==> src/rtl/ctrl_pipeline.sv <==
`default_nettype none
// ============================================================================
// Module   : ctrl_pipeline
// Brief    : RV32I control pipeline (D->E->M->W) with branch resolution,
//            load-use stall, branch flush, forwarding and memory-stall freeze.
// Revision : 1.0 - initial release
// ============================================================================
module ctrl_pipeline #(
    parameter int ALU_CTRL_W   = 4,
    parameter int RESULT_SRC_W = 2,
    parameter int REG_ADDR_W   = 5
) (
    input  logic                    i_Clk,
    input  logic                    i_Reset,
    input  logic                    i_ValidD,
    input  logic                    i_RegWriteD,
    input  logic                    i_MemWriteD,
    input  logic                    i_JumpD,
    input  logic                    i_BranchD,
    input  logic                    i_ALUSrcD,
    input  logic [RESULT_SRC_W-1:0] i_ResultSrcD,
    input  logic [ALU_CTRL_W-1:0]   i_ALUControlD,
    input  logic [2:0]              i_BranchTypeD,
    input  logic [REG_ADDR_W-1:0]   i_Rs1D,
    input  logic [REG_ADDR_W-1:0]   i_Rs2D,
    input  logic [REG_ADDR_W-1:0]   i_RdD,
    input  logic                    i_ZeroE,
    input  logic                    i_LtE,
    input  logic                    i_LtuE,
    input  logic                    i_MemStall,
    output logic [ALU_CTRL_W-1:0]   o_ALUControlE,
    output logic                    o_ALUSrcE,
    output logic                    o_PCSrcE,
    output logic                    o_MemWriteM,
    output logic                    o_RegWriteW,
    output logic [RESULT_SRC_W-1:0] o_ResultSrcW,
    output logic                    o_StallF,
    output logic                    o_StallD,
    output logic                    o_FlushD,
    output logic                    o_FlushE,
    output logic [1:0]              o_ForwardAE,
    output logic [1:0]              o_ForwardBE
);

    localparam logic [2:0] c_BR_EQ  = 3'b000;
    localparam logic [2:0] c_BR_NE  = 3'b001;
    localparam logic [2:0] c_BR_LT  = 3'b100;
    localparam logic [2:0] c_BR_GE  = 3'b101;
    localparam logic [2:0] c_BR_LTU = 3'b110;
    localparam logic [2:0] c_BR_GEU = 3'b111;

    localparam logic [1:0] c_FWD_RF = 2'b00;
    localparam logic [1:0] c_FWD_W  = 2'b01;
    localparam logic [1:0] c_FWD_M  = 2'b10;

    localparam logic [RESULT_SRC_W-1:0] c_RES_LOAD = RESULT_SRC_W'(1);
    localparam logic [REG_ADDR_W-1:0]   c_REG_X0   = '0;

    typedef struct packed {
        logic                    valid;
        logic                    reg_write;
        logic [RESULT_SRC_W-1:0] result_src;
        logic                    mem_write;
        logic [REG_ADDR_W-1:0]   rd;
        logic                    jump;
        logic                    branch;
        logic [2:0]              branch_type;
        logic [ALU_CTRL_W-1:0]   alu_control;
        logic                    alu_src;
        logic [REG_ADDR_W-1:0]   rs1;
        logic [REG_ADDR_W-1:0]   rs2;
    } ex_stage_t;

    typedef struct packed {
        logic                    valid;
        logic                    reg_write;
        logic [RESULT_SRC_W-1:0] result_src;
        logic                    mem_write;
        logic [REG_ADDR_W-1:0]   rd;
    } mem_stage_t;

    // Store flag is consumed in M; W keeps only what writeback and forwarding need.
    typedef struct packed {
        logic                    valid;
        logic                    reg_write;
        logic [RESULT_SRC_W-1:0] result_src;
        logic [REG_ADDR_W-1:0]   rd;
    } wb_stage_t;

    ex_stage_t  r_ex_q;
    ex_stage_t  w_ex_d;
    ex_stage_t  w_ex_dec;
    mem_stage_t r_mem_q;
    mem_stage_t w_mem_d;
    wb_stage_t  r_wb_q;
    wb_stage_t  w_wb_d;

    logic w_branch_cond;
    logic w_pc_src;
    logic w_lw_stall;
    logic w_flush_e;
    logic w_flush_d;

    function automatic logic [1:0] fwd_sel(
        input logic                  m_valid,
        input logic                  m_reg_write,
        input logic [REG_ADDR_W-1:0] m_rd,
        input logic                  w_valid,
        input logic                  w_reg_write,
        input logic [REG_ADDR_W-1:0] w_rd,
        input logic [REG_ADDR_W-1:0] rs
    );
        logic [1:0] sel;
        sel = c_FWD_RF;
        if (m_valid && m_reg_write && (m_rd != c_REG_X0) && (m_rd == rs)) begin
            sel = c_FWD_M;
        end else if (w_valid && w_reg_write && (w_rd != c_REG_X0) && (w_rd == rs)) begin
            sel = c_FWD_W;
        end
        return sel;
    endfunction

    always_comb begin
        w_ex_dec             = '0;
        w_ex_dec.valid       = i_ValidD;
        w_ex_dec.reg_write   = i_RegWriteD;
        w_ex_dec.result_src  = i_ResultSrcD;
        w_ex_dec.mem_write   = i_MemWriteD;
        w_ex_dec.rd          = i_RdD;
        w_ex_dec.jump        = i_JumpD;
        w_ex_dec.branch      = i_BranchD;
        w_ex_dec.branch_type = i_BranchTypeD;
        w_ex_dec.alu_control = i_ALUControlD;
        w_ex_dec.alu_src     = i_ALUSrcD;
        w_ex_dec.rs1         = i_Rs1D;
        w_ex_dec.rs2         = i_Rs2D;
    end

    always_comb begin
        w_branch_cond = 1'b0;
        case (r_ex_q.branch_type)
            c_BR_EQ:  w_branch_cond = i_ZeroE;
            c_BR_NE:  w_branch_cond = ~i_ZeroE;
            c_BR_LT:  w_branch_cond = i_LtE;
            c_BR_GE:  w_branch_cond = ~i_LtE;
            c_BR_LTU: w_branch_cond = i_LtuE;
            c_BR_GEU: w_branch_cond = ~i_LtuE;
            default:  w_branch_cond = 1'b0;
        endcase
    end

    always_comb begin
        w_pc_src   = r_ex_q.valid & (r_ex_q.jump | (r_ex_q.branch & w_branch_cond));
        w_lw_stall = r_ex_q.valid & r_ex_q.reg_write
                   & (r_ex_q.result_src == c_RES_LOAD)
                   & (r_ex_q.rd != c_REG_X0)
                   & ((r_ex_q.rd == i_Rs1D) | (r_ex_q.rd == i_Rs2D));
        // A frozen pipeline must not lose the instructions a flush would kill.
        w_flush_e  = (w_lw_stall | w_pc_src) & ~i_MemStall;
        w_flush_d  = w_pc_src & ~i_MemStall;
    end

    always_comb begin
        w_ex_d  = r_ex_q;
        w_mem_d = r_mem_q;
        w_wb_d  = r_wb_q;
        if (!i_MemStall) begin
            w_mem_d.valid      = r_ex_q.valid;
            w_mem_d.reg_write  = r_ex_q.reg_write;
            w_mem_d.result_src = r_ex_q.result_src;
            w_mem_d.mem_write  = r_ex_q.mem_write;
            w_mem_d.rd         = r_ex_q.rd;
            w_wb_d.valid       = r_mem_q.valid;
            w_wb_d.reg_write   = r_mem_q.reg_write;
            w_wb_d.result_src  = r_mem_q.result_src;
            w_wb_d.rd          = r_mem_q.rd;
            w_ex_d             = w_flush_e ? ex_stage_t'('0) : w_ex_dec;
        end
    end

    always_ff @(posedge i_Clk) begin
        if (i_Reset) begin
            r_ex_q  <= '0;
            r_mem_q <= '0;
            r_wb_q  <= '0;
        end else begin
            r_ex_q  <= w_ex_d;
            r_mem_q <= w_mem_d;
            r_wb_q  <= w_wb_d;
        end
    end

    always_comb begin
        o_ForwardAE = fwd_sel(r_mem_q.valid, r_mem_q.reg_write, r_mem_q.rd,
                              r_wb_q.valid, r_wb_q.reg_write, r_wb_q.rd, r_ex_q.rs1);
        o_ForwardBE = fwd_sel(r_mem_q.valid, r_mem_q.reg_write, r_mem_q.rd,
                              r_wb_q.valid, r_wb_q.reg_write, r_wb_q.rd, r_ex_q.rs2);
    end

    assign o_ALUControlE = r_ex_q.alu_control;
    assign o_ALUSrcE     = r_ex_q.alu_src;
    assign o_PCSrcE      = w_pc_src;
    assign o_MemWriteM   = r_mem_q.valid & r_mem_q.mem_write;
    assign o_RegWriteW   = r_wb_q.valid & r_wb_q.reg_write;
    assign o_ResultSrcW  = r_wb_q.result_src;
    assign o_StallF      = w_lw_stall | i_MemStall;
    assign o_StallD      = w_lw_stall | i_MemStall;
    assign o_FlushD      = w_flush_d;
    assign o_FlushE      = w_flush_e;

endmodule
`default_nettype wire

==> config.mk <==
export PLATFORM = sky130hd
export DESIGN_NAME = ctrl_pipeline
export DESIGN_NICKNAME = d
export VERILOG_FILES = /design/src/rtl/ctrl_pipeline.sv
export SDC_FILE = /design/constraint.sdc
export NUM_CORES = 1
export LEC_CHECK = 0
export BUFFER_PORTS_ARGS = -buffer_cell sky130_fd_sc_hd__buf_2
export CAP_MARGIN = 20
export CORE_ASPECT_RATIO = 0.6
export CORE_MARGIN = 2
export CORE_UTILIZATION = 45
export CTS_CLUSTER_SIZE = 10
export DETAILED_ROUTE_END_ITERATION = 10
export PLACE_DENSITY = 0.67
export SLEW_MARGIN = 20
export SYNTH_ARGS = -nofsm -noshare
export SYNTH_HDL_FRONTEND = slang
export SYNTH_SLANG_ARGS = --single-unit
export TNS_END_PERCENT = 1
==> constraint.sdc <==
create_clock -name i_Clk -period 4.1 [get_ports i_Clk]
set_clock_uncertainty 0.2 [all_clocks]
set_input_delay 0 -clock i_Clk [delete_from_list [all_inputs] [get_ports i_Clk]]
set_output_delay 0 -clock i_Clk [all_outputs]
set_load 0.01 [all_outputs]
==> run_results.csv <==
group,metric,value,unit
outcome,status,"finished, final reports clean",
timing,report.final.setup_viol,0,
detailed_routing,num_vias,2135,
timing,worstMarginPinSlew,0.700,ns
detailed_routing,ant_nets,0,
min_path,hp-class,"in2reg",
pwr,cellPowerDensity,294,mW/mm2
grt,grt_max_degree,50,
placed_design,dp_hpwl,3970,um
cts,cts_tree,"built",
placed_design,io_buffers,53,
floorplanning,fp.dieW,104,um
synth,netlist_instances,270,
timing,finalMaxSlewViolations,0,
floorplanning,dieArea,0.00665,mm2
grt,gr-total-overflow,0,
timing,rsz0062_at_grt,"no",
synth,synth-edff-count,0,
synth,synth_fp_nets,306,
placed_design,dp_cells,377,
finish,fill_cells,500,
synth,ys_types,31,
cts,root_buffer,"clkbuf_8",
cts,insertion_delay,0.31,ns
worst_setup_path,path_class,"in2out",
detailed_routing,wl_per_cell,14.7,um
synth,syn_area,0.00270,mm2
worst_setup_path,slowest_stage,"a221oi_4",
synth,ys_seq_area_share,36.3,%
floorplanning,rows,21,
grt,grt_pass1_wl,9810,um
timing,fin_ws,1.33,ns
synth,ys_ff_latch,49,
cts,cts_buffers,5,
finish,drive_gt1_share,28.6,%
cts,clkTransAtPathRegs,0.11,ns
worst_setup_path,slowest_delay,0.60,ns
detailed_routing,vias_per_cell,5.13,
timing,tns,0,ns
worst_setup_path,worstSetupEndpointType,"primary output",
synth,synthArstFlopShare,0,%
floorplanning,initial_core_util,47.6,%
floorplanning,ios,54,
cts,htree_levels,2,
grt,grt_usage,18.6,%
pwr,ir_drop,0.000141,V
floorplanning,die_h,64.0,um
finish,diodes,0,
finish,area_growth,23.7,%
finish,fin_cells,416,
job,cap_viol_max_count,0,
synth,synthFlopType,"dfxtp_1",
cts,cts_sinks,49,
timing,relSlewSlack,53.3,%
synth,ys_warn_count,0,
cts,clk_path_buf_depth,2,
worst_setup_path,cp.arrival,2.57,ns
detailed_routing,first_pass_iters,4,
placed_design,place_congestion,0.812,
timing,min_period,2.77,ns
worst_setup_path,crit_path_cell_trace,"dlygate4sd3_1, buf_2, xor2_1, nor3_1, nand3_1, a221oi_4, buf_4, or2_1, buf_2",
worst_setup_path,cp_data_required_time,3.90,ns
placed_design,dpl_cell_area,0.00294,mm2
finish,num-nets-final,371,
grt,grt_pass1_vias,1920,
detailed_routing,drc,0,
pwr,leakage,1.43,nW
synth,avgSynthCellArea,10.0,um2
finish,final_cell_area,0.00334,mm2
worst_setup_path,cp_common_cell,"buf_2",
grt,antenna_found_initial,0,
timing,fin_crit_sh,67.5,%
detailed_routing,finalWirelength,6110,um
timing,max_freq,362,MHz
floorplanning,core_area,0.00568,mm2
placed_design,place_ws,1.68,ns
timing,hold_violations,0,
worst_setup_path,cp_max_fo,23,
detailed_routing,drt_iter0_drc,151,
worst_setup_path,startpoint_type,"input port",
path summary, 6_finish.rpt:
check                           startpoint                       endpoint  slack [ns]  depth (start not counted)
max                              i_Rs2D[2]                       o_StallF        1.33                          9
min                             i_MemStall        r_ex_q[18]$_SDFFE_PP0N_        0.07                          3
max reg2reg        r_ex_q[22]$_SDFFE_PP0N_        r_ex_q[20]$_SDFFE_PP0N_        1.71                          6
min reg2reg  o_ALUControlE[0]$_SDFFE_PP0N_  o_ALUControlE[0]$_SDFFE_PP0N_        0.30                          2
layout make-up:
type,count,area [um2],share of cell area [%]
flip-flops and latches,49,981,29.4
multi-input cells,191,1560,46.8
repair buffers,88,606,18.1
clock inverters,3,22.5,0.674
clock buffers,5,68.8,2.06
well taps,80,100,3.00
what timing repair did:
item | in CTS | in global routing
setup buffers | 0 | 0
resized for setup | 0 | 0
hold endpoints to repair | 35 | 0
hold buffers | 31 | 0
routing by layer:
metal	vias to the layer above	routed length (um)	global-route usage (%)
met2	50	2550	28.2
li1	1105	-	-
met3	6	287	3.67
met4	0	46	4.56
met1	974	3220	27.0
met5	-	0	0
cells in the mapped netlist, drive strengths merged, types with 3 or more instances:
cell,instances,share of area [%]
o22ai,30,13
or4b,30,11
nor4,4,0.93
dfxtp,49,36
xnor2,11,3.6
nand2,30,4.2
or4,4,1.1
nand3,4,0.74
mux2i,19,7.0
nor3,3,0.56
nor2,20,2.8
xor2,22,7.1
buf,17,4.4
clkbuf,13,1.8
worst max-delay path: cells and delay by family:
| kind | cells | cell delay [ns] |
|---|---|---|
| compound gates | 1 | 0.60 |
| xor+xnor | 1 | 0.14 |
| buf+inv | 4 | 1.30 |
| simple gates | 3 | 0.50 |
stage by stage:
stage	util (%)	total power, mW	hold WS (ns)
after detailed placement	51.8	0.674	0.170
after floorplan	-	0.635	-0.00416
after global placement	51.8	0.672	0.168
after global routing	58.8	1.03	0.0965
final	58.8	0.981	0.0741
after CTS	58.8	0.985	0.0662
cell usage in the layout (no fill, tap or decap), drive strengths merged, types with 11 or more instances in the layout:
| master | netlist | final |
|---|---|---|
| buf | 17 | 57 |
| xnor2 | 11 | 11 |
| dlygate4sd3 | 0 | 31 |
| nand2 | 30 | 30 |
| nor2 | 20 | 20 |
| or4b | 30 | 30 |
| o22ai | 30 | 30 |
| mux2i | 19 | 19 |
| xor2 | 22 | 22 |
| dfxtp | 49 | 49 |
where the power goes:
group / switching (mW) / internal, mW / total, mW / leakage [nW]
sequential: 0.0272 / 0.499 / 0.526 / 0.401
combinational: 0.0725 / 0.0882 / 0.161 / 0.978
clock: 0.173 / 0.121 / 0.295 / 0.0481
kinds of logic (layout without fill, tap and decap cells):
kind of cell | count (synthesis) | after routing | synth area share [%]
xor+xnor | 33 | 33 | 10.7
simple gates | 102 | 102 | 23.3
flops | 49 | 49 | 36.3
buf+inv | 30 | 96 | 6.21
compound gates | 37 | 37 | 16.4
mux | 19 | 19 | 7.05
flip-flops by register name, indices dropped and copies added (netlist names):
register and flops:
r_ex_q 25, r_mem_q 10, r_wb_q 7, o_ALUControlE 4
o_ResultSrcW 2, o_ALUSrcE 1
Power figures use the tool's default switching activity.
